**config.mk**
```make
export PLATFORM = sky130hd
export DESIGN_NAME = result_stream
export DESIGN_NICKNAME = d
export VERILOG_FILES = /design/src/rtl/result_stream_pkg.sv /design/src/rtl/result_fifo.sv /design/src/rtl/result_stream.sv
export SDC_FILE = /design/constraint.sdc
export NUM_CORES = 2
export LEC_CHECK = 0
export CAP_MARGIN = 20
export CELL_PAD_IN_SITES_DETAIL_PLACEMENT = 0
export CELL_PAD_IN_SITES_GLOBAL_PLACEMENT = 1
export CORE_MARGIN = 3
export CORE_UTILIZATION = 49
export DETAILED_ROUTE_END_ITERATION = 8
export GPL_TIMING_DRIVEN = 0
export HOLD_SLACK_MARGIN = 0.06
export PLACE_DENSITY = 0.71
export SLEW_MARGIN = 20
export SYNTH_ARGS = -nofsm -noshare
export SYNTH_HDL_FRONTEND = slang
export SYNTH_SLANG_ARGS = --single-unit
```
**constraint.sdc**
```tcl
create_clock -name clk -period 14.7 [get_ports clk]
set_input_delay 4.41 -clock clk [delete_from_list [all_inputs] [get_ports clk]]
set_output_delay 4.41 -clock clk [all_outputs]
set_load 0.01 [all_outputs]
```
**src/rtl/result_stream_pkg.sv**
```systemverilog
// Shared configuration-register addresses and small elaboration helpers
// for the result streaming path.
package result_stream_pkg;

   // Configuration register map (word addresses on the cfg bus).
   localparam int CFG_RES_LEN = 12;

   // Width of a lane index; a single-lane packer still needs one bit.
   function automatic int lane_bits(input int ratio);
      return (ratio > 1) ? $clog2(ratio) : 1;
   endfunction

endpackage

```
**src/rtl/result_fifo.sv**
```systemverilog
// Output word FIFO: register-array storage, head word presented straight
// from the array so a word written at edge t is visible right after t.
module result_fifo #(
   parameter int WIDTH  = 129,
   parameter int AWIDTH = 4
) (
   input  logic              clk,
   input  logic              rst,
   input  logic              wr_en_i,
   input  logic [WIDTH-1:0]  wr_data_i,
   input  logic              rd_en_i,
   output logic [WIDTH-1:0]  rd_data_o,
   output logic              full_o,
   output logic              empty_o
);

   localparam int DEPTH = 1 << AWIDTH;

   logic [WIDTH-1:0] mem_q [DEPTH];
   logic [AWIDTH:0]  wr_ptr_q;
   logic [AWIDTH:0]  rd_ptr_q;
   logic [AWIDTH:0]  wr_ptr_d;
   logic [AWIDTH:0]  rd_ptr_d;
   logic             do_wr;
   logic             do_rd;

   assign do_wr = wr_en_i && !full_o;
   assign do_rd = rd_en_i && !empty_o;

   assign wr_ptr_d = do_wr ? wr_ptr_q + (AWIDTH+1)'(1) : wr_ptr_q;
   assign rd_ptr_d = do_rd ? rd_ptr_q + (AWIDTH+1)'(1) : rd_ptr_q;

   always_ff @(posedge clk) begin
      if (!rst) begin
         wr_ptr_q <= '0;
         rd_ptr_q <= '0;
      end else begin
         wr_ptr_q <= wr_ptr_d;
         rd_ptr_q <= rd_ptr_d;
      end
   end

   // Storage carries no reset; stale entries are masked by the empty flag.
   always_ff @(posedge clk) begin
      if (do_wr) begin
         mem_q[wr_ptr_q[AWIDTH-1:0]] <= wr_data_i;
      end
   end

   assign empty_o   = (wr_ptr_q == rd_ptr_q);
   assign full_o    = (wr_ptr_q[AWIDTH] != rd_ptr_q[AWIDTH]) &&
                      (wr_ptr_q[AWIDTH-1:0] == rd_ptr_q[AWIDTH-1:0]);
   assign rd_data_o = empty_o ? '0 : mem_q[rd_ptr_q[AWIDTH-1:0]];

endmodule

```
**src/rtl/result_stream.sv**
```systemverilog
// Packs RATIO compute-array result beats into one wide outbound word and
// streams a length-armed transfer through a small output FIFO.
module result_stream
   import result_stream_pkg::*;
#(
   parameter int CFG_DWIDTH    = 32,
   parameter int CFG_AWIDTH    = 5,
   parameter int GROUP_NB      = 4,
   parameter int IMG_WIDTH     = 16,
   parameter int STR_RES_WIDTH = 128,
   parameter int FIFO_AWIDTH   = 4
) (
   input  logic                          clk,
   input  logic                          rst,
   input  logic [CFG_DWIDTH-1:0]         cfg_data,
   input  logic [CFG_AWIDTH-1:0]         cfg_addr,
   input  logic                          cfg_valid,
   input  logic [GROUP_NB*IMG_WIDTH-1:0] result_bus,
   input  logic                          result_last,
   input  logic                          result_val,
   output logic                          result_rdy,
   output logic [STR_RES_WIDTH-1:0]      str_res_bus,
   output logic                          str_res_last,
   output logic                          str_res_val,
   input  logic                          str_res_rdy,
   output logic                          busy,
   output logic                          err_len
);

   localparam int BEAT_W = GROUP_NB * IMG_WIDTH;
   localparam int RATIO  = STR_RES_WIDTH / BEAT_W;
   localparam int LANE_W = lane_bits(RATIO);

   generate
      if (RATIO < 1 || RATIO * BEAT_W != STR_RES_WIDTH) begin : g_bad_ratio
         $error("result_stream: STR_RES_WIDTH must be a positive multiple of GROUP_NB*IMG_WIDTH");
      end
   endgenerate

   typedef enum logic [1:0] {
      ST_IDLE   = 2'd0,
      ST_ACTIVE = 2'd1,
      ST_DRAIN  = 2'd2
   } state_e;

   state_e                   state_q, state_d;
   logic [15:0]              len_q, len_d;
   logic [15:0]              count_q, count_d;
   logic [LANE_W-1:0]        lane_q, lane_d;
   logic [STR_RES_WIDTH-1:0] pack_q, pack_d;
   logic                     err_q, err_d;

   logic                     arm;
   logic                     accept;
   logic                     at_len_end;
   logic                     is_final;
   logic                     lane_full;
   logic                     push;
   logic                     pop;
   logic [STR_RES_WIDTH-1:0] word_next;
   logic                     fifo_full;
   logic                     fifo_empty;
   logic [STR_RES_WIDTH:0]   fifo_head;
   logic                     cfg_unused;

   assign cfg_unused = ^cfg_data[CFG_DWIDTH-1:16];

   assign arm        = cfg_valid && (cfg_addr == CFG_AWIDTH'(CFG_RES_LEN)) &&
                       (cfg_data[15:0] != 16'd0);
   assign result_rdy = (state_q == ST_ACTIVE) && !fifo_full;
   assign accept     = result_val && result_rdy;
   assign at_len_end = (count_q == len_q - 16'd1);
   assign is_final   = result_last || at_len_end;
   assign lane_full  = (lane_q == LANE_W'(RATIO - 1));
   assign push       = accept && (lane_full || is_final);
   assign pop        = str_res_val && str_res_rdy;

   // Current beat merged into its lane; lanes above it are still zero.
   generate
      for (genvar gi = 0; gi < RATIO; gi++) begin : g_lane
         assign word_next[gi*BEAT_W +: BEAT_W] =
            (lane_q == LANE_W'(gi)) ? result_bus : pack_q[gi*BEAT_W +: BEAT_W];
      end
   endgenerate

   always_comb begin
      state_d = state_q;
      len_d   = len_q;
      count_d = count_q;
      lane_d  = lane_q;
      pack_d  = pack_q;
      err_d   = err_q;
      case (state_q)
         ST_IDLE: begin
            if (arm) begin
               state_d = ST_ACTIVE;
               len_d   = cfg_data[15:0];
               count_d = '0;
               lane_d  = '0;
               pack_d  = '0;
               err_d   = 1'b0;
            end
         end
         ST_ACTIVE: begin
            if (accept) begin
               count_d = count_q + 16'd1;
               if (push) begin
                  pack_d = '0;
                  lane_d = '0;
               end else begin
                  pack_d = word_next;
                  lane_d = lane_q + LANE_W'(1);
               end
               if (is_final) begin
                  state_d = ST_DRAIN;
                  // Early last, or reaching the length without last, is a mismatch.
                  err_d   = err_q | (result_last ^ at_len_end);
               end
            end
         end
         ST_DRAIN: begin
            if (pop && str_res_last) begin
               state_d = ST_IDLE;
            end
         end
         default: state_d = ST_IDLE;
      endcase
   end

   always_ff @(posedge clk) begin
      if (!rst) begin
         state_q <= ST_IDLE;
         len_q   <= '0;
         count_q <= '0;
         lane_q  <= '0;
         pack_q  <= '0;
         err_q   <= 1'b0;
      end else begin
         state_q <= state_d;
         len_q   <= len_d;
         count_q <= count_d;
         lane_q  <= lane_d;
         pack_q  <= pack_d;
         err_q   <= err_d;
      end
   end

   result_fifo #(
      .WIDTH  (STR_RES_WIDTH + 1),
      .AWIDTH (FIFO_AWIDTH)
   ) u_fifo (
      .clk       (clk),
      .rst       (rst),
      .wr_en_i   (push),
      .wr_data_i ({is_final, word_next}),
      .rd_en_i   (pop),
      .rd_data_o (fifo_head),
      .full_o    (fifo_full),
      .empty_o   (fifo_empty)
   );

   assign str_res_val  = !fifo_empty;
   assign str_res_bus  = fifo_head[STR_RES_WIDTH-1:0];
   assign str_res_last = fifo_head[STR_RES_WIDTH];
   assign busy         = (state_q != ST_IDLE);
   assign err_len      = err_q;

endmodule

```
==> out/qor.csv <==
stage,metric,value,unit
run_status,outcome,"finished, final reports clean",
power_and_ir_drop,Pleak,32.9,nW
cts,clk_lat worst skew,0.83,ns
cts,Setup Buffers After CTS,0,
timing,RSZ-0062 raised after global routing,false,
worst_setup_path,most frequent CP cell,clkbuf_1,
timing,Worst Tran Pin Value,1.13,ns
logic_synthesis,post-synth top area share,0.712,
floorplanning,Core Box Area,0.176,mm²
logic_synthesis,Mapped Area,0.0871,mm²
worst_setup_path,R2R cell count,20,
floorplanning,io pins,240,
flow_run,maximum capacitance violations,0,
final_layout,P&R area growth vs syn,18.4,%
cts,clk buf depth,3,
hold_path,hold path startpoint,pack_q[11],
global_routing,vias in the first global route,43200,
logic_synthesis,Seq cells post-synth,2242,
logic_synthesis,ys flop type,edfxtp_1,
placement,# port buffers,223,
detailed_routing,"antenna viol nets, final",0,
worst_setup_path,critical path arrival,4.77,ns
timing,Fin Hold WS,0.449,ns
floorplanning,Die ar.,0.183,mm²
power_and_ir_drop,Pwr Density,122,mW/mm²
worst_setup_path,WS Path Type,flop to output pin,
timing,fmax,0.109,GHz
cts,Root Driver,clkbuf_16,
cts,clock sink total,2242,
worst_setup_path,Reg2Reg Setup Slack,8.02,ns
timing,final hold vios,0,
logic_synthesis,"Seq/Total Area, Yosys",0.752,
worst_setup_path,family with the most delay on the worst path,buffers and inverters,
timing,Final period util,0.624,
cts,hold buffer count at cts,0,
final_layout,nets@finish,4763,
hold_path,Hold/Removal Path Class,flop to flop,
final_layout,"commonest non-fill, non-tap cells in the layout","edfxtp_1, mux4_2, clkdlybuf4s50_1, clkbuf_16, dfxtp_1",
timing,min cycle time layout,9.18,ns
logic_synthesis,syn_nets,4145,
placement,gpl congestion,0.744,
cts,H-tree depth,4,
timing,Clock Skews,0.0387,ns
worst_setup_path,reg2reg start,len_q[0],
global_routing,first-pass GRT wire length,321,mm
cts,PostCTS Resize Cnt,0,
logic_synthesis,Synth area leaders,"edfxtp_1, mux4_2, dfxtp_1",
hold_path,worst hold stages,2,
logic_synthesis,Synth warnings,0,
worst_setup_path,critical path's slowest cell,clkbuf_1,
final_layout,layout cell share with drive strength beyond 1,0.282,
worst_setup_path,"slowest stage delay, CP",0.63,ns
cts,CTS tree,yes,
floorplanning,Rows,154,
logic_synthesis,average size of a mapped cell,21.6,µm²
global_routing,largest net degree at the start of global routing,20,
worst_setup_path,FF-to-FF End,u_fifo.mem_q[1][113],
timing,relative slew slack,0.247,
detailed_routing,total number of vias,43000,
timing,setup violators final,0,
worst_setup_path,WP depth,10,
worst_setup_path,"Data required, critical path",10.29,ns
global_routing,GRT Total Usage,0.251,
timing,max-slew violations,0,
logic_synthesis,Post-synth EDFFs,2064,
logic_synthesis,cells after synthesis,4030,
detailed_routing,total iterations of the first detailed-routing run,6,
global_routing,Overflow after GRT,0,
worst_setup_path,"Cell Chain, Critical Path",buf_2 -> xnor2_1 -> and4_1 -> clkbuf_1 -> nand2_1 -> clkbuf_2 -> buf_16 -> clkbuf_1 -> and2_1 -> clkdlybuf4s50_1,
detailed_routing,# DRC,0,
power_and_ir_drop,Worst VDD drop,0.136,mV
detailed_routing,initial drt markers,5385,
final_layout,"commonest non-fill, non-tap cell in the layout",edfxtp_1,
logic_synthesis,"area leader, netlist",edfxtp_1,
detailed_routing,final wirelength,227,mm
worst_setup_path,CP Capture Type,output pin,
hold_path,hold path endpoint,pack_q[11],
worst_setup_path,CP max FO,10,
detailed_routing,drt via density,5.98,
timing,TNS Setup,0,ns
floorplanning,Die Width,428,µm
floorplanning,Initial Utilization,0.494,
final_layout,Final Core Density,0.584,
cts,Worst-path clk slew,0.06,ns
logic_synthesis,Post-synth ARST share,0,
floorplanning,die height,428,µm
worst_setup_path,Bufs and invs on worst path,6,
global_routing,antenna violations before repair,11,
logic_synthesis,synth unique cells,57,
worst_setup_path,Startpoint Class,flop,
detailed_routing,WL/cell,31.6,µm
placement,hpwl dp,151,mm
cts,cts bufs inserted,218,
[tightest hold or removal path: stages (launching register included)]
cell,delay [ns]
dfxtp_1,0.31
nand2_1,0.05
o21ai_1,0.05
[worst max-delay path by stage]
stage	endpoint	startpoint	slack, ns
after floorplan	u_fifo.mem_q[8][0]	result_last	3.01
after detailed placement	u_fifo.mem_q[1][111]	result_last	5.79
after CTS	str_res_bus[69]	u_fifo.wr_ptr_q[3]	5.31
after global placement	u_fifo.mem_q[4][111]	result_last	-6.10
after global routing	str_res_bus[69]	u_fifo.wr_ptr_q[3]	5.33
final	str_res_bus[69]	u_fifo.wr_ptr_q[3]	5.52
[stage by stage]
step                      area [µm²]  setup slack, ns  std cells  power, mW
after global routing          103000             5.33       7182       13.0
after floorplan                87100             3.01       4030       7.11
final                         103000             5.52       7187       12.6
after global placement         92300            -6.10       6593       7.19
after CTS                     103000             5.31       7181       12.7
after detailed placement       96000             5.79       6768       7.20
[state kept, by name, indices dropped and copies added (netlist names), named ones only]
register / count
count_q: 16
u_fifo.mem_q: 2064
err_len: 1
state_q: 2
pack_q: 128
u_fifo.rd_ptr_q: 5
lane_full: 1
u_fifo.wr_ptr_q: 5
len_q: 16
[metal layers]
| layer | vias to the layer above | GRT usage | share of wire |
|---|---|---|---|
| met5 | - | 0 | 0.000057 |
| li1 | 17800 | - | - |
| met1 | 22900 | 0.355 | 0.40 |
| met3 | 317 | 0.0475 | 0.077 |
| met2 | 1899 | 0.402 | 0.49 |
| met4 | 2 | 0.0780 | 0.032 |
[power by group]
part	internal (mW)	leakage, nW	switching [mW]
logic	0.0453	8.90	0.105
clock network	3.21	3.45	2.36
registers	6.91	20.6	0.000841
[synthesized netlist by cell type (all sizes together), types with 3 or more instances]
library cell     n
edfxtp        2064
mux4           645
dfxtp          178
nand2          154
mux2i          148
o21ai          139
and2           137
inv            137
buf            112
clkbuf         105
nor2            39
xnor2           31
nor2b           20
nor3            14
nand3           12
nor4            12
xor2            12
ha               8
nand4            7
a21oi            5
a21boi           4
nand2b           4
or3              4
nand3b           3
nand4b           3
nor4b            3
o2111ai          3
[area by class of cell]
cell class / instances / area (µm²)
Fill cell: 12900 / 73400
Sequential cell: 2242 / 65500
Multi-Input combinational cell: 1434 / 20100
Clock buffer: 295 / 5970
Timing Repair Buffer: 398 / 5790
Tap cell: 2340 / 2930
Clock inverter: 118 / 1160
Buffer: 217 / 1090
Inverter: 137 / 514
Antenna cell: 6 / 15.0
[logic make-up after synthesis]
group,Yosys count,share of synthesized area
compound gates,170,0.0153
xor+xnor,43,0.00432
fa+ha+maj,8,0.00115
buf+inv,354,0.0181
flops,2242,0.752
mux,793,0.184
simple gates,420,0.0249
Power figures use the tool's default switching activity.
